--- src/rtl/ahb_uart_bridge.sv ---
`default_nettype none
// ============================================================================
// Module : ahb_uart_bridge
// AHB-Lite register window onto a byte UART: RX FIFO, TX holding register.
// Rev    : 1.0
// ============================================================================
module ahb_uart_bridge #(
  parameter int RX_DEPTH = 4
) (
  input  logic        HCLK,
  input  logic        HRESETn,
  input  logic        HSELx,
  input  logic [31:0] HADDR,
  input  logic        HWRITE,
  input  logic [2:0]  HSIZE,
  input  logic [2:0]  HBURST,
  input  logic [3:0]  HPROT,
  input  logic [1:0]  HTRANS,
  input  logic        HMASTLOCK,
  input  logic        HREADY,
  input  logic [31:0] HWDATA,
  output logic        HREADYOUT,
  output logic        HRESP,
  output logic [31:0] HRDATA,
  output logic [7:0]  tx_data,
  output logic        tx_start,
  input  logic        tx_busy,
  input  logic [7:0]  rx_data,
  input  logic        rx_ready,
  output logic        irq
);

  localparam int               PTR_W       = $clog2(RX_DEPTH);
  localparam int               CNT_W       = 5;
  localparam logic [CNT_W-1:0] C_DEPTH     = CNT_W'(RX_DEPTH);
  localparam logic [1:0]       C_REG_DATA  = 2'd0;
  localparam logic [1:0]       C_REG_STAT  = 2'd1;
  localparam logic [1:0]       C_REG_CTRL  = 2'd2;

  typedef enum logic [1:0] {TX_IDLE = 2'd0, TX_START = 2'd1, TX_GUARD = 2'd2} tx_state_e;

  logic             r_dp_valid, r_dp_write;
  logic [1:0]       r_dp_addr;
  logic [7:0]       r_rx_mem [RX_DEPTH];
  logic [PTR_W-1:0] r_wr_ptr, r_rd_ptr;
  logic [CNT_W-1:0] r_rx_count;
  logic             r_overrun, r_rx_irq_en, r_irq;
  logic [7:0]       r_tx_hold, r_tx_data;
  logic             r_tx_hold_full;
  tx_state_e        r_tx_state, w_tx_state_nxt;
  logic             w_drain, w_addr_valid, w_wr_data, w_wr_done, w_rd_phase;
  logic             w_rx_not_empty, w_rx_full, w_pop, w_push, w_overflow, w_tx_active;
  logic [31:0]      w_rdata;
  logic             w_unused_ok;

  assign w_unused_ok = ^{HSIZE, HBURST, HPROT, HMASTLOCK, HTRANS[0],
                         HADDR[31:4], HADDR[1:0], HWDATA[31:8]};

  assign w_addr_valid   = HSELx & HREADY & HTRANS[1];
  assign w_wr_data      = r_dp_valid & r_dp_write & (r_dp_addr == C_REG_DATA);
  // Only a DATA write against an occupied holding register ever waits.
  assign HREADYOUT      = ~(w_wr_data & r_tx_hold_full);
  assign HRESP          = 1'b0;
  assign w_wr_done      = r_dp_valid & r_dp_write & HREADYOUT;
  assign w_rd_phase     = r_dp_valid & ~r_dp_write;
  assign w_rx_not_empty = (r_rx_count != '0);
  assign w_rx_full      = (r_rx_count == C_DEPTH);
  assign w_pop          = w_rd_phase & (r_dp_addr == C_REG_DATA) & w_rx_not_empty;
  assign w_push         = rx_ready & (~w_rx_full | w_pop);
  assign w_overflow     = rx_ready & w_rx_full & ~w_pop;
  assign w_tx_active    = tx_busy | (r_tx_state != TX_IDLE);
  assign tx_data        = r_tx_data;
  assign irq            = r_irq;
  assign HRDATA         = w_rdata;

  always_ff @(posedge HCLK or negedge HRESETn) begin
    if (!HRESETn) begin
      r_dp_valid <= 1'b0;
      r_dp_write <= 1'b0;
      r_dp_addr  <= 2'd0;
    end else if (HREADY) begin
      r_dp_valid <= w_addr_valid;
      r_dp_write <= HWRITE;
      r_dp_addr  <= HADDR[3:2];
    end
  end

  always_ff @(posedge HCLK) begin
    if (w_push) r_rx_mem[r_wr_ptr] <= rx_data;
  end

  always_ff @(posedge HCLK or negedge HRESETn) begin
    if (!HRESETn) begin
      r_wr_ptr    <= '0;
      r_rd_ptr    <= '0;
      r_rx_count  <= '0;
      r_overrun   <= 1'b0;
      r_rx_irq_en <= 1'b0;
      r_irq       <= 1'b0;
    end else begin
      if (w_push) r_wr_ptr <= r_wr_ptr + PTR_W'(1);
      if (w_pop)  r_rd_ptr <= r_rd_ptr + PTR_W'(1);
      case ({w_push, w_pop})
        2'b10:   r_rx_count <= r_rx_count + CNT_W'(1);
        2'b01:   r_rx_count <= r_rx_count - CNT_W'(1);
        default: r_rx_count <= r_rx_count;
      endcase
      if (w_overflow)
        r_overrun <= 1'b1;
      else if (w_wr_done && r_dp_addr == C_REG_STAT && HWDATA[3])
        r_overrun <= 1'b0;
      if (w_wr_done && r_dp_addr == C_REG_CTRL)
        r_rx_irq_en <= HWDATA[0];
      r_irq <= r_rx_irq_en & w_rx_not_empty;
    end
  end

  always_ff @(posedge HCLK or negedge HRESETn) begin
    if (!HRESETn) begin
      r_tx_state     <= TX_IDLE;
      r_tx_hold      <= 8'h00;
      r_tx_hold_full <= 1'b0;
      r_tx_data      <= 8'h00;
    end else begin
      r_tx_state <= w_tx_state_nxt;
      if (w_drain) begin
        r_tx_data      <= r_tx_hold;
        r_tx_hold_full <= 1'b0;
      end else if (w_wr_done && r_dp_addr == C_REG_DATA) begin
        r_tx_hold      <= HWDATA[7:0];
        r_tx_hold_full <= 1'b1;
      end
    end
  end

  // GUARD gives the UART a cycle to raise tx_busy before the next drain.
  always_comb begin
    w_tx_state_nxt = r_tx_state;
    w_drain        = 1'b0;
    tx_start       = 1'b0;
    case (r_tx_state)
      TX_IDLE: begin
        if (r_tx_hold_full && !tx_busy) begin
          w_tx_state_nxt = TX_START;
          w_drain        = 1'b1;
        end
      end
      TX_START: begin
        tx_start       = 1'b1;
        w_tx_state_nxt = TX_GUARD;
      end
      TX_GUARD: w_tx_state_nxt = TX_IDLE;
      default:  w_tx_state_nxt = TX_IDLE;
    endcase
  end

  always_comb begin
    w_rdata = 32'h0;
    if (w_rd_phase) begin
      case (r_dp_addr)
        C_REG_DATA: w_rdata = w_rx_not_empty ? {24'h0, r_rx_mem[r_rd_ptr]} : 32'h0;
        C_REG_STAT: w_rdata = {23'h0, r_rx_count, r_overrun, w_tx_active,
                               r_tx_hold_full, w_rx_not_empty};
        C_REG_CTRL: w_rdata = {31'h0, r_rx_irq_en};
        default:    w_rdata = 32'h0;
      endcase
    end
  end

endmodule
`default_nettype wire

--- config.mk ---
export PLATFORM = sky130hd
export DESIGN_NAME = ahb_uart_bridge
export DESIGN_NICKNAME = d
export VERILOG_FILES = /design/src/rtl/ahb_uart_bridge.sv
export SDC_FILE = /design/constraint.sdc
export NUM_CORES = 1
export LEC_CHECK = 0
export BUFFER_PORTS_ARGS = -buffer_cell sky130_fd_sc_hd__buf_4
export CAP_MARGIN = 15
export CORE_MARGIN = 1
export CORE_UTILIZATION = 43
export CTS_BUF_LIST = sky130_fd_sc_hd__clkbuf_16
export CTS_CLUSTER_SIZE = 28
export DETAILED_ROUTE_END_ITERATION = 12
export PLACE_DENSITY_LB_ADDON = 0.15
export SETUP_SLACK_MARGIN = 0.3
export SLEW_MARGIN = 5
export SYNTH_ARGS = -nofsm -noshare
export SYNTH_HDL_FRONTEND = slang
export SYNTH_SLANG_ARGS = --single-unit
--- constraint.sdc ---
create_clock -name HCLK -period 3.1 [get_ports HCLK]
set_clock_uncertainty 0.15 [all_clocks]
set_input_delay 0.155 -clock HCLK [delete_from_list [all_inputs] [get_ports HCLK]]
set_output_delay 0.155 -clock HCLK [all_outputs]
set_load 0.05 [all_outputs]
==> results of run 1 <==
cells by family after synthesis:
family          synth area share [%]
xor+xnor                        1.66
simple gates                    9.52
other cells                    0.118
mux                             13.5
fa+ha+maj                       1.97
buf+inv                         9.32
compound gates                  5.92
flops                           58.0
flip-flops by register name, indices dropped and copies added, names as in the netlist:
signal          cells
r_tx_hold           8
r_rx_count          5
r_dp_write          1
irq                 1
r_tx_state          2
r_rd_ptr            2
r_dp_addr           2
r_rx_mem           32
r_rx_irq_en         1
r_overrun           1
r_wr_ptr            2
r_dp_valid          1
tx_data             8
r_tx_hold_full      1
metal layers:
layer / vias up / routed length (um)
li1: 938 / -
met1: 963 / 2730
met2: 56 / 2870
met3: 8 / 300
met4: 0 / 104
met5: - / 0
through the flow:
stage	util, %	instances	worst slack, ps
finish	58.7	404	320
global route	58.7	404	197
CTS	58.7	404	286
detailed placement	50.6	362	236
global placement	50.6	362	252
floorplan	-	249	255
Yosys cell counts (2+ instances only):
master     n  area (sq um)
o31ai_1    2          15.0
inv_1      7          26.3
edfxtp_1  32           961
xor2_1     2          17.5
xnor2_1    4          35.0
buf_6      3          33.8
nand4_1    2          12.5
and2_1     5          31.3
nor2b_1    4          25.0
mux4_2     8           180
mux2_2    22           248
clkbuf_8   2          27.5
or3_1      2          12.5
dfrtp_1   35           876
nand2_1    3          11.3
a22oi_1    6          45.0
a32oi_1    2          17.5
o21ai_0    4          20.0
nand3_1    3          15.0
nor3_1     5          25.0
nor2_1    16          60.1
clkbuf_1   4          15.0
buf_4     24           180
ha_1       5          62.6
timing repair:
| action | CTS | global route |
|---|---|---|
| pin swaps | 2 | 2 |
| gates resized for setup | 4 | 0 |
| endpoints found under the setup margin | 1 | 1 |
| hold buffers | 23 | 0 |
| endpoints found under the hold margin | 80 | 0 |
| gates cloned | 0 | 0 |
| setup buffers | 3 | 0 |
worst max-delay path: cells and delay by family (launching register included):
family	cells	cell delay, ps
simple gates	3	1310
fa+ha+maj	1	210
compound gates	3	490
flops	1	400
xor+xnor	1	100
how the worst min path moves through the flow:
stage / startpoint / end / slack (ps) / depth (start not counted)
floorplan: HRESETn / irq / -290 / 0
global placement: HRESETn / r_rx_count[0] / -8 / 1
detailed placement: HRESETn / r_rx_count[0] / -3 / 1
CTS: tx_busy / r_tx_hold_full / 50 / 3
global route: tx_busy / r_tx_hold_full / 90 / 3
finish: tx_busy / r_tx_hold_full / 50 / 3
area by class of cell:
type | instances | area [sq um] | share of cell area [%]
well taps | 96 | 120 | 2.94
clock inverters | 6 | 38.8 | 0.951
repair buffers | 78 | 643 | 15.8
clock buffers | 10 | 250 | 6.13
multi-input cells | 140 | 1160 | 28.5
flip-flops and latches | 67 | 1840 | 45.1
inverters | 7 | 26.3 | 0.644
where the power goes:
group	switching [mW]	leakage, nW	internal (mW)
Sequential	0.206	0.728	1.18
Clock	0.380	0.141	0.586
Combinational	0.556	0.827	0.459
Total	1.14	1.70	2.23
==> metrics.txt, run 1 <==
status finished clean; remaining global-route overflow 0; GPL Wtd Cong between 0.7 and 0.8; first-pass iteration count of the detailed router 4; DRC Markers 0; total CTS buffers 9; Mean Syn Cell Area roughly 14 sq um; Layout fillers between 500 and 600; Required @ worst endpoint approximately 3200 ps; final hold violation count 0; YS warnings 0; final net count 400; worst reg2reg path depth 8; Initial DRC Count between 40 and 50; routed len/inst between 10 and 15 um; CP arrival roughly 2900 ps; reg-to-reg setup timing slack between 300 and 400 ps; Final Cell Area a little over 4000 sq um; cell count after synthesis approximately 230; static leakage ~1.7 nW; Startpoint Class flip-flop; setup violators final 0; TritonCTS clock tree yes; Port Buffers 45; vias per cell 4.86; setup TNS 0 ps; largest net degree at the start of global routing 36; die footprint 7710 sq um; Netlist cell types 48; Die Width ~88 um; VDD IR max approximately 460 uV; vias in the first global route roughly 1900; Hold Crit Class input port to flip-flop; layout cells sized above 1 a little under two fifths; crit path cell chain or4b_4 > a211oi_4 > xor2_1 > ha_2 > or4_4 > nor3b_4 > a2111oi_4 > a2111oi_2; Pwr Total 3.37 mW; highest clock rate roughly 360 MHz; CP max-delay cell or4b_4; post-synthesis register bit count between 60 and 70; crit path time final 2780 ps; synthesis-to-finish area growth 28.8%; Die Height about 88 um; Routed Antenna Nets 0; clock slew seen by the registers of the worst setup and hold paths 60 ps; GR Layer Usage met1 between 20% and 30%; diodes inserted 0; CTS H-tree lvls 3; relative slew slack just under 50%; initial core utilization between 40% and 50%; R2R Path End r_rx_count[4]; GR peak layer met2; Max-Cap Viols 0; CP endpoint r_rx_count[4]; kind of critical path flip-flop to flip-flop; CP endpoint kind flip-flop; WHS between 50 and 60 ps; dpl hpwl about 3800 um; ratio of final minimum period to clock period 89.7%; Worst Setup SP r_dp_addr[1]; power density cells 827 nW/um^2; Final Max Tran Viols 0; global routing usage on met2 27.0%; Placement Cell Area roughly 3500 sq um; total number of vias 1965; met3 Use GR 5.75%; Clk Tree Root Cell clkbuf_16; TritonCTS Sinks 67; first-pass GRT wire length 9570 um; Placement Rows 30; worst slew pin tran approximately 760 ps; IO Pins between 100 and 150; Skew-Pair Late Insertion Delay 330 ps; sequential share of the synthesized area between 50% and 60%; ys flop type dfrtp_1; most frequent standard cell in the layout excluding fill and tap cells buf_4; Post-synth EDFFs 32; core area 6940 sq um; Global Route Usage Sum approximately 17%; Async S/R FF share, synth a little over half; most frequent cells in the layout buf_4 (55), dfrtp_1 (34), edfxtp_1 (32); CP Max Fanout 3; critical path's largest stage delay around 540 ps; Critical R2R Launch r_dp_addr[1]; unrepaired setup endpoints after global routing true; routed wire length 6010 um; Post-Syn Area about 3200 sq um; Clock Path Buffers 2; initial antenna violation count 0
Note: power is estimated with default switching activity, not from simulation.
==> inputs of run 2 (changes only) <==
==> constraint.sdc (replaced) <==
create_clock -name HCLK -period 3.1 [get_ports HCLK]
set_clock_uncertainty 0.15 [all_clocks]
set_input_delay 0.93 -clock HCLK [delete_from_list [all_inputs] [get_ports HCLK]]
set_output_delay 0.93 -clock HCLK [all_outputs]
set_load 0.05 [all_outputs]
==> run 2 against run 1 <==
- fmax down 3.8%
- clock-buffer cell count decreased by 1
- design area about the same
- clock power grew 13%
- critical path type is now flip-flop to primary output
- critical endpoint is now HRDATA[0]
- largest power group unchanged
==> metrics.txt, run 2 (same netlist as run 1, synthesis figures left out) <==
synthesis-to-finish area growth 28.9%; Final Max Tran Viols 0; ratio of final minimum period to clock period a little over 90%; vias per cell roughly 5.0; initial antenna violation count 0; most frequent standard cell in the layout excluding fill and tap cells buf_4; crit path cell chain buf_4 > buf_8 > mux4_2 > nor2_4 > o31ai_4 > buf_6; setup ws final 211 ps; vias in the first global route approximately 1900; kind of critical path flip-flop to primary output; total CTS buffers 9; core area 6940 sq um; IO Pins roughly 140; VDD IR max around 540 uV; Buf/Inv on CP 3; Skew-Pair Late Insertion Delay between 300 and 400 ps; power density cells around 900 nW/um^2; dpl hpwl a little under 4000 um; static leakage between 1.5 and 2 nW; Final Non-Filler Cells 388; setup TNS 0 ps; GR Layer Usage met1 between 20 and 25%; initial core utilization about 46%; largest register by flop count r_rx_mem; Startpoint Class flip-flop; GR peak layer met2; final net count 384; CP Max Fanout 5; top cell family by delay on the critical path multiplexers; CTS H-tree lvls 3; critical path's largest stage delay about 550 ps; most frequent cells in the layout buf_4 (51), edfxtp_1 (32), dfrtp_1 (31); routed len/inst ~15 um; Pwr Total about 3.7 mW; worst hold start r_tx_state[1]; reg-to-reg setup timing slack ~310 ps; Critical R2R Launch r_dp_write; setup violators final 0; Required @ worst endpoint approximately 2000 ps; first-pass GRT wire length 9520 um; TritonCTS Sinks 67; die footprint roughly 7700 sq um; CP endpoint kind primary output; layout cells sized above 1 about 48%; Clock Path Buffers 2; remaining global-route overflow 0; worst reg2reg path depth 7; Die Height between 80 and 90 um; Die Width 87.8 um; unrepaired setup endpoints after global routing true; diodes inserted 0; hold_buf cts 0; Place WS ~160 ps; crit path time final 2890 ps; Hold Crit Class flip-flop to flip-flop; routed wire length 5900 um; Max-Cap Viols 0; global routing usage on met2 26.3%; Placement Rows 30; DRC Markers 0; final hold violation count 0; Worst Hold Path EP r_tx_state[1]; status finished clean; total number of vias between 1500 and 2000; hold path depth 1; Post-Place Cells between 300 and 400; highest clock rate around 350 MHz; Port Buffers 45; met3 Use GR around 4.5%; CP arrival roughly 1800 ps; TritonCTS clock tree yes; max FFs per register 32; Global Route Usage Sum ~17%; largest net degree at the start of global routing 36; Initial DRC Count 37; Routed Antenna Nets 0; GPL Wtd Cong 0.721; Clk Tree Root Cell clkbuf_16; CP max-delay cell mux4_2; clock slew seen by the registers of the worst setup and hold paths 60 ps; R2R Path End r_rx_count[4]; first-pass iteration count of the detailed router 4
run 2: metal layers:
metal	routed length (um)	part of all wire [%]
met5	0	0
met4	114	1.9
met3	278	4.7
met2	2790	47
met1	2720	46
run 2: power breakdown:
| group | internal (mW) | switching, mW |
|---|---|---|
| clock | 0.709 | 0.383 |
| sequential | 1.19 | 0.143 |
| combinational | 0.563 | 0.694 |
| total | 2.46 | 1.22 |
run 2: area by class of cell:
type | instances | area, sq um
clock buffer | 9 | 225
fill | 580 | 2860
clock inverter | 7 | 97.6
inverter | 7 | 26.3
tap | 96 | 120
timing repair buffer | 62 | 527
sequential | 67 | 1840
multi-input combinational | 140 | 1240
run 2: per-stage QoR:
stage               hold slack (ps)  area, sq um  utilization (%)
floorplan                       269         3300                -
global placement                288         3560             51.3
detailed placement              299         3560             51.3
CTS                             313         4050             58.3
global route                    333         4080             58.8
finish                          304         4080             58.8
run 2: timing repair:
| action | 4_1_cts | 5_1_grt |
|---|---|---|
| resized for setup | 27 | 9 |
| pin swaps | 5 | 2 |
| cloned | 1 | 0 |
| setup endpoints to repair | 10 | 10 |
| buffers inserted | 5 | 1 |
run 2: worst max-delay path by stage:
stage / from / endpoint / slack (ps) / cells past startpoint
2_1_floorplan: r_dp_valid / HRDATA[1] / 190 / 4
3_3_place_gp: tx_busy / HRDATA[2] / 160 / 5
3_5_place_dp: tx_busy / HRDATA[2] / 160 / 5
4_1_cts: r_rd_ptr[0] / HRDATA[5] / 210 / 6
5_1_grt: r_rd_ptr[0] / HRDATA[0] / 150 / 6
6_report: r_rd_ptr[0] / HRDATA[0] / 210 / 6
